[src/rtl/mux_seq_pkg.sv]
// Shared types and helpers for the 4x1 MUX scan sequencer.
//   state_t        : FSM states IDLE -> SCAN -> HOLD -> IDLE
//   NUM_CH, SEL_W  : channel count and select-line width
//   first_enabled  : lowest enabled channel at or above a start index
//   any_enabled    : whether such a channel exists
package mux_seq_pkg;

  localparam int NUM_CH = 4;
  localparam int SEL_W  = 2;

  typedef enum logic [1:0] {
    IDLE = 2'd0,
    SCAN = 2'd1,
    HOLD = 2'd2
  } state_t;

  // Lowest channel index >= from whose enable bit is set; 0 when none.
  function automatic logic [SEL_W-1:0] first_enabled(input logic [NUM_CH-1:0] mask,
                                                     input int from);
    logic [SEL_W-1:0] idx;
    idx = '0;
    // Walking downwards leaves the lowest qualifying index in idx.
    for (int i = NUM_CH - 1; i >= 0; i--) begin
      if (i >= from && mask[i]) idx = SEL_W'(i);
    end
    return idx;
  endfunction

  // True when some channel index >= from has its enable bit set.
  function automatic logic any_enabled(input logic [NUM_CH-1:0] mask,
                                       input int from);
    logic found;
    found = 1'b0;
    for (int i = 0; i < NUM_CH; i++) begin
      if (i >= from && mask[i]) found = 1'b1;
    end
    return found;
  endfunction

endpackage

[src/rtl/mux_seq_dwell_cnt.sv]
// Dwell counter for the scan sequencer.
// Counts cycles while en is high; tc flags the final dwell cycle
// (cnt == DWELL-1). clr (or rst) returns the count to zero and takes
// priority over en.
//   clk  in  clock
//   rst  in  synchronous active-high reset
//   clr  in  synchronous clear
//   en   in  count enable
//   tc   out terminal count (cnt == DWELL-1)
module mux_seq_dwell_cnt #(
  parameter int DWELL = 2,
  parameter int CNT_W = 4
) (
  input  logic clk,
  input  logic rst,
  input  logic clr,
  input  logic en,
  output logic tc
);

  logic [CNT_W-1:0] cnt;

  always_ff @(posedge clk) begin
    if (rst || clr) begin
      cnt <= '0;
    end else if (en) begin
      cnt <= cnt + CNT_W'(1);
    end
  end

  assign tc = (cnt == CNT_W'(DWELL - 1));

endmodule

[src/rtl/mux_scan_sequencer.sv]
// Scan sequencer around a 4x1 MUX.
// Drives the MUX select lines through channels 0..3, holds each select for
// DWELL cycles, samples the MUX output on the last dwell cycle and presents
// the assembled 4-bit word with a valid/ready handshake.
// Optional feature: define MUXSEQ_MASK_EN to add a per-channel enable input
// (ch_en) latched at start; disabled channels are skipped and read as 0.
//   clk    in   clock, rising edge
//   rst    in   synchronous active-high reset
//   start  in   begin a scan (sampled only in IDLE)
//   ch_en  in   [3:0] channel enables (MUXSEQ_MASK_EN builds only)
//   mux_y  in   MUX output
//   s1,s0  out  registered MUX select lines
//   data   out  [3:0] captured word, data[n] = mux_y with select n
//   valid  out  data holds a new word
//   ready  in   consumer accepts data when valid && ready
//   busy   out  scan in progress or word awaiting acceptance
module mux_scan_sequencer
  import mux_seq_pkg::*;
#(
  parameter int DWELL = 2,
  parameter int CNT_W = 4
) (
  input  logic              clk,
  input  logic              rst,
  input  logic              start,
`ifdef MUXSEQ_MASK_EN
  input  logic [NUM_CH-1:0] ch_en,
`endif
  input  logic              mux_y,
  output logic              s1,
  output logic              s0,
  output logic [NUM_CH-1:0] data,
  output logic              valid,
  input  logic              ready,
  output logic              busy
);

  if (DWELL < 1 || DWELL >= (1 << CNT_W)) begin : g_param_err
    $error("mux_scan_sequencer: DWELL must be >= 1 and < 2**CNT_W");
  end

  state_t            state;
  logic [SEL_W-1:0]  chan;
  logic [NUM_CH-1:0] shadow;
  logic [NUM_CH-1:0] shadow_next;
  logic [NUM_CH-1:0] mask;
  logic [NUM_CH-1:0] ch_en_eff;
  logic [SEL_W-1:0]  first_idx;
  logic [SEL_W-1:0]  next_idx;
  logic              next_found;
  logic              tc;
  logic              cnt_clr;
  logic              cnt_en;

`ifdef MUXSEQ_MASK_EN
  assign ch_en_eff = ch_en;
`else
  assign ch_en_eff = '1;
`endif

  // Counter runs only in SCAN and restarts after every sample so each
  // channel gets a full dwell.
  assign cnt_en  = (state == SCAN);
  assign cnt_clr = (state != SCAN) || tc;

  mux_seq_dwell_cnt #(
    .DWELL (DWELL),
    .CNT_W (CNT_W)
  ) u_dwell_cnt (
    .clk (clk),
    .rst (rst),
    .clr (cnt_clr),
    .en  (cnt_en),
    .tc  (tc)
  );

  // NOTE: every output of this block gets a default first so no path
  // leaves a value unassigned, which would otherwise infer a latch.
  always_comb begin
    shadow_next       = shadow;
    shadow_next[chan] = mux_y;
    first_idx         = first_enabled(ch_en_eff, 0);
    next_idx          = first_enabled(mask, int'(chan) + 1);
    next_found        = any_enabled(mask, int'(chan) + 1);
  end

  // NOTE: all state here uses non-blocking assignments so every register
  // samples pre-edge values regardless of statement order.
  always_ff @(posedge clk) begin
    // NOTE: the shadow word is a few flops, not a RAM, so it is reset along
    // with the rest of the state; a reset mid-scan leaves nothing stale.
    if (rst) begin
      state    <= IDLE;
      chan     <= '0;
      shadow   <= '0;
      mask     <= '0;
      {s1, s0} <= '0;
      data     <= '0;
      valid    <= 1'b0;
      busy     <= 1'b0;
    end else begin
      case (state)
        IDLE: begin
          if (start) begin
            state    <= SCAN;
            busy     <= 1'b1;
            mask     <= ch_en_eff;
            shadow   <= '0;   // disabled channels read back as 0
            chan     <= first_idx;
            {s1, s0} <= first_idx;
          end
        end

        SCAN: begin
          if (mask == '0) begin
            // Nothing enabled: complete immediately with an all-zero word.
            data     <= '0;
            valid    <= 1'b1;
            state    <= HOLD;
            {s1, s0} <= '0;
          end else if (tc) begin
            shadow <= shadow_next;
            if (next_found) begin
              chan     <= next_idx;
              {s1, s0} <= next_idx;
            end else begin
              // Word is published in one step, including the bit just taken.
              data     <= shadow_next;
              valid    <= 1'b1;
              state    <= HOLD;
              chan     <= '0;
              {s1, s0} <= '0;
            end
          end
        end

        HOLD: begin
          if (ready) begin
            valid <= 1'b0;
            busy  <= 1'b0;
            state <= IDLE;
          end
        end

        default: state <= IDLE;
      endcase
    end
  end

endmodule
[config.mk]
export PLATFORM = sky130hd
export DESIGN_NAME = mux_scan_sequencer
export DESIGN_NICKNAME = d
export VERILOG_FILES = /design/src/rtl/mux_seq_pkg.sv /design/src/rtl/mux_seq_dwell_cnt.sv /design/src/rtl/mux_scan_sequencer.sv
export SDC_FILE = /design/constraint.sdc
export NUM_CORES = 1
export LEC_CHECK = 0
export CORE_MARGIN = 3
export CORE_UTILIZATION = 56
export CTS_BUF_LIST = sky130_fd_sc_hd__clkbuf_2 sky130_fd_sc_hd__clkbuf_4 sky130_fd_sc_hd__clkbuf_8
export CTS_CLUSTER_DIAMETER = 60
export CTS_CLUSTER_SIZE = 14
export DETAILED_ROUTE_END_ITERATION = 10
export PLACE_DENSITY_LB_ADDON = 0.1
export SYNTH_ARGS = -nofsm -noshare
export SYNTH_HDL_FRONTEND = slang
export SYNTH_SLANG_ARGS = --single-unit
[constraint.sdc]
create_clock -name clk -period 1.96 [get_ports clk]
set_clock_uncertainty 0.05 [all_clocks]
set_input_delay 0.294 -clock clk [delete_from_list [all_inputs] [get_ports clk]]
set_output_delay 0.294 -clock clk [all_outputs]
set_load 0.01 [all_outputs]
==> qor.csv <==
stage,metric,value,unit
grt,global-route wire length before repair,3550,um
cells_and_area,area of the multi-input gates,563,um^2
detailed_routing,DRT Wirelength,1950,um
floorplan,die width,48.4,um
cells_and_area,filler cell count,112,
power,Psw,0.000268,W
yosys,Mean Syn Cell Area,8.92,um^2
timing,Peak Freq,545,MHz
timing,setup_tns,0,ps
power,Logic pwr share,24.0,%
yosys,synthesized flop and latch total,20,
timing,RSZ-0062 raised after global routing,no,
clock_network,TritonCTS Buffers,3,
power,sequential fraction of design power,49.9,%
detailed_routing,initial drt markers,16,
detailed_routing,Residual DRC,0,
cells_and_area,most frequent cells in the layout,"20 x dfxtp_1, 14 x nor2_1, 12 x clkdlybuf4s50_1",
yosys,top-area cell type share of the netlist area,39.7,%
floorplan,Die ar.,2350,um^2
yosys,Mapped Nets,123,
yosys,Synth Warn #,0,
power,Pleak,0.471,nW
clock_network,"Reg clk slew, reported paths",110,ps
grt,gr usage total,19.0,%
placed_design,Final GP Congestion,0.861,
hold_path,hold path cells,2,
yosys,cell taking the most area after synthesis,dfxtp_1,
grt,largest net degree at the start of global routing,12,
grt,grt ovf,0,
cells_and_area,sequential cell area,400,um^2
critical_path,element type at the critical path end,flop,
timing,# setup viols final,0,
floorplan,Core Region,1590,um^2
power,Worst VDD drop,0.436,mV
yosys,sequential share of the synthesized area,39.7,%
clock_network,clock latency on the worst-skew pair,300,ps
timing,relative slew slack,74.3,%
timing,clock period minus worst slack,1840,ps
critical_path,WS Path Type,flop to flop,
grt,initial antenna violation count,0,
power,clock share of power,26.2,%
flow_run,Max-cap violations,0,
yosys,Post-synth ARST share,0,%
timing,Final Hold Fails,0,
timing,Slew Limit Fails,0,
cells_and_area,nets,140,
cells_and_area,Synth-to-Final Area Change,20.0,%
clock_network,H-tree levels,1,
power,pwr dens,755,nW/um^2
yosys,Gate Count Post-Synth,113,
critical_path,WP data arrival,1990,ps
yosys,"Top FF cell, synth",dfxtp_1,
timing,period utilization,93.6,%
clock_network,Max clock buf depth,2,
hold_path,HP Class,flop to flop,
clock_network,Clock Sinks,20,
power,Sw Ratio,29.4,%
yosys,post-synth cell types,38,
detailed_routing,vias,859,
floorplan,row cnt,14,
cells_and_area,Diodes inserted,0,
placed_design,DPL Wire Length,1560,um
critical_path,WP data required,2120,ps
power,total power,0.000913,W
detailed_routing,average wire per standard cell,12.8,um
timing,slew of the pin with the lowest slew margin,386,ps
yosys,Synth area leaders,"dfxtp_1 40%, ha_1 6.2%, nor2_1 5.2%",
yosys,number of synthesized flops with an enable pin,0,
floorplan,Initial Util,63.3,%
clock_network,CTS tree,yes,
critical_path,Reg2Reg Depth,5,
timing,worst hold slack,424,ps
yosys,mapped cell area,1010,um^2
detailed_routing,Initial DRT Pass Iterations,4,
floorplan,num ports,13,
grt,vias in the first global route,820,
floorplan,Die Y,48.4,um
detailed_routing,via/cell ratio,5.61,
run_status,status,"finished, final reports clean",
clock_network,Root Driver,clkbuf_4,
clock_network,hold_buf cts,0,
power,Int Power,0.000645,W
cells_and_area,share of layout cells above drive strength 1,12.4,%
placed_design,port bufs,12,
cells_and_area,"commonest non-fill, non-tap cell in the layout",dfxtp_1,
critical_path,Crit Path Max Fanout,10,
critical_path,Startpoint Class,flop,
detailed_routing,Routed Antenna Nets,0,
-- worst max-delay path, cell delays in order, from the launching register on --
cell and delay, ps:
dfxtp_1 410, ha_1 170, or3b_1 530, o21bai_4 230
nand3_1 100, a32o_1 260
-- power by group through the flow --
stage | Combinational (W) | Sequential [W] | Clock, W
floorplan | 0.000148 | 0.000460 | 0
global placement | 0.000210 | 0.000463 | 0
detailed placement | 0.000217 | 0.000464 | 0
CTS | 0.000218 | 0.000455 | 0.000247
global route | 0.000243 | 0.000459 | 0.000264
finish | 0.000219 | 0.000455 | 0.000239
-- timing repair --
item / CTS / global route
gates resized for setup: 0 / 1
endpoints found under the setup margin: 0 / 1
setup buffers: 0 / 0
-- layer usage --
layer	GRT usage (%)	share of wire, %
met3	3.68	2.5
met4	5.69	1.0
met2	32.6	49
met1	24.1	48
met5	0	0
-- logic make-up (layout without fill, tap and decap cells) --
kind of cell	after synthesis	in the layout	share of synthesized area, %
AO/OA/AOI/OAI	30	30	23.3
XOR/XNOR	2	2	1.74
adder cells (fa/ha/maj)	5	5	6.20
buffers and inverters	11	27	4.96
flip-flops	20	20	39.7
multiplexers	3	3	3.10
AND/OR/NAND/NOR	42	42	21.0
-- through the flow --
stage / worst slack [ps] / utilization, % / area (um^2) / std cells
floorplan: 324 / - / 1010 / 113
global placement: 108 / 73.3 / 1170 / 149
detailed placement: 111 / 73.3 / 1170 / 149
CTS: 90.4 / 75.6 / 1200 / 153
global route: 3.32 / 75.9 / 1210 / 153
finish: 125 / 75.9 / 1210 / 153
-- worst paths after layout --
path / startpoint / to / slack, ps
min: s0 / s0 / 420
max reg2reg: u_dwell_cnt.cnt[0] / valid / 120
max: u_dwell_cnt.cnt[0] / valid / 120
min reg2reg: s0 / s0 / 420
-- cell usage after synthesis (2+ instances only) --
| cell type | instances |
|---|---|
| dfxtp_1 | 20 |
| nor2_1 | 14 |
| nand2_1 | 9 |
| a21oi_1 | 7 |
| inv_1 | 6 |
| ha_1 | 5 |
| nand2b_1 | 5 |
| nand3_1 | 4 |
| a22o_1 | 3 |
| a31oi_1 | 3 |
| clkbuf_1 | 3 |
| nor3b_1 | 3 |
| o211a_1 | 3 |
| mux2i_1 | 2 |
| o211ai_1 | 2 |
| o21ai_0 | 2 |
-- sequential cells by signal (all words and copies together), names as in the netlist --
name and cells:
valid 1, shadow 3, busy 1, s1 1, chan 2, s0 1, state 2, u_dwell_cnt.cnt 4
mask 1, data 4
-- layout make-up --
cell class	instances	share of cell area (%)
tap	24	2.48
inverter	6	1.86
clock buffer	4	3.00
multi-input combinational	82	46.5
timing repair buffer	17	13.0
sequential	20	33.1
No activity file was read; power rests on OpenSTA's default activity.
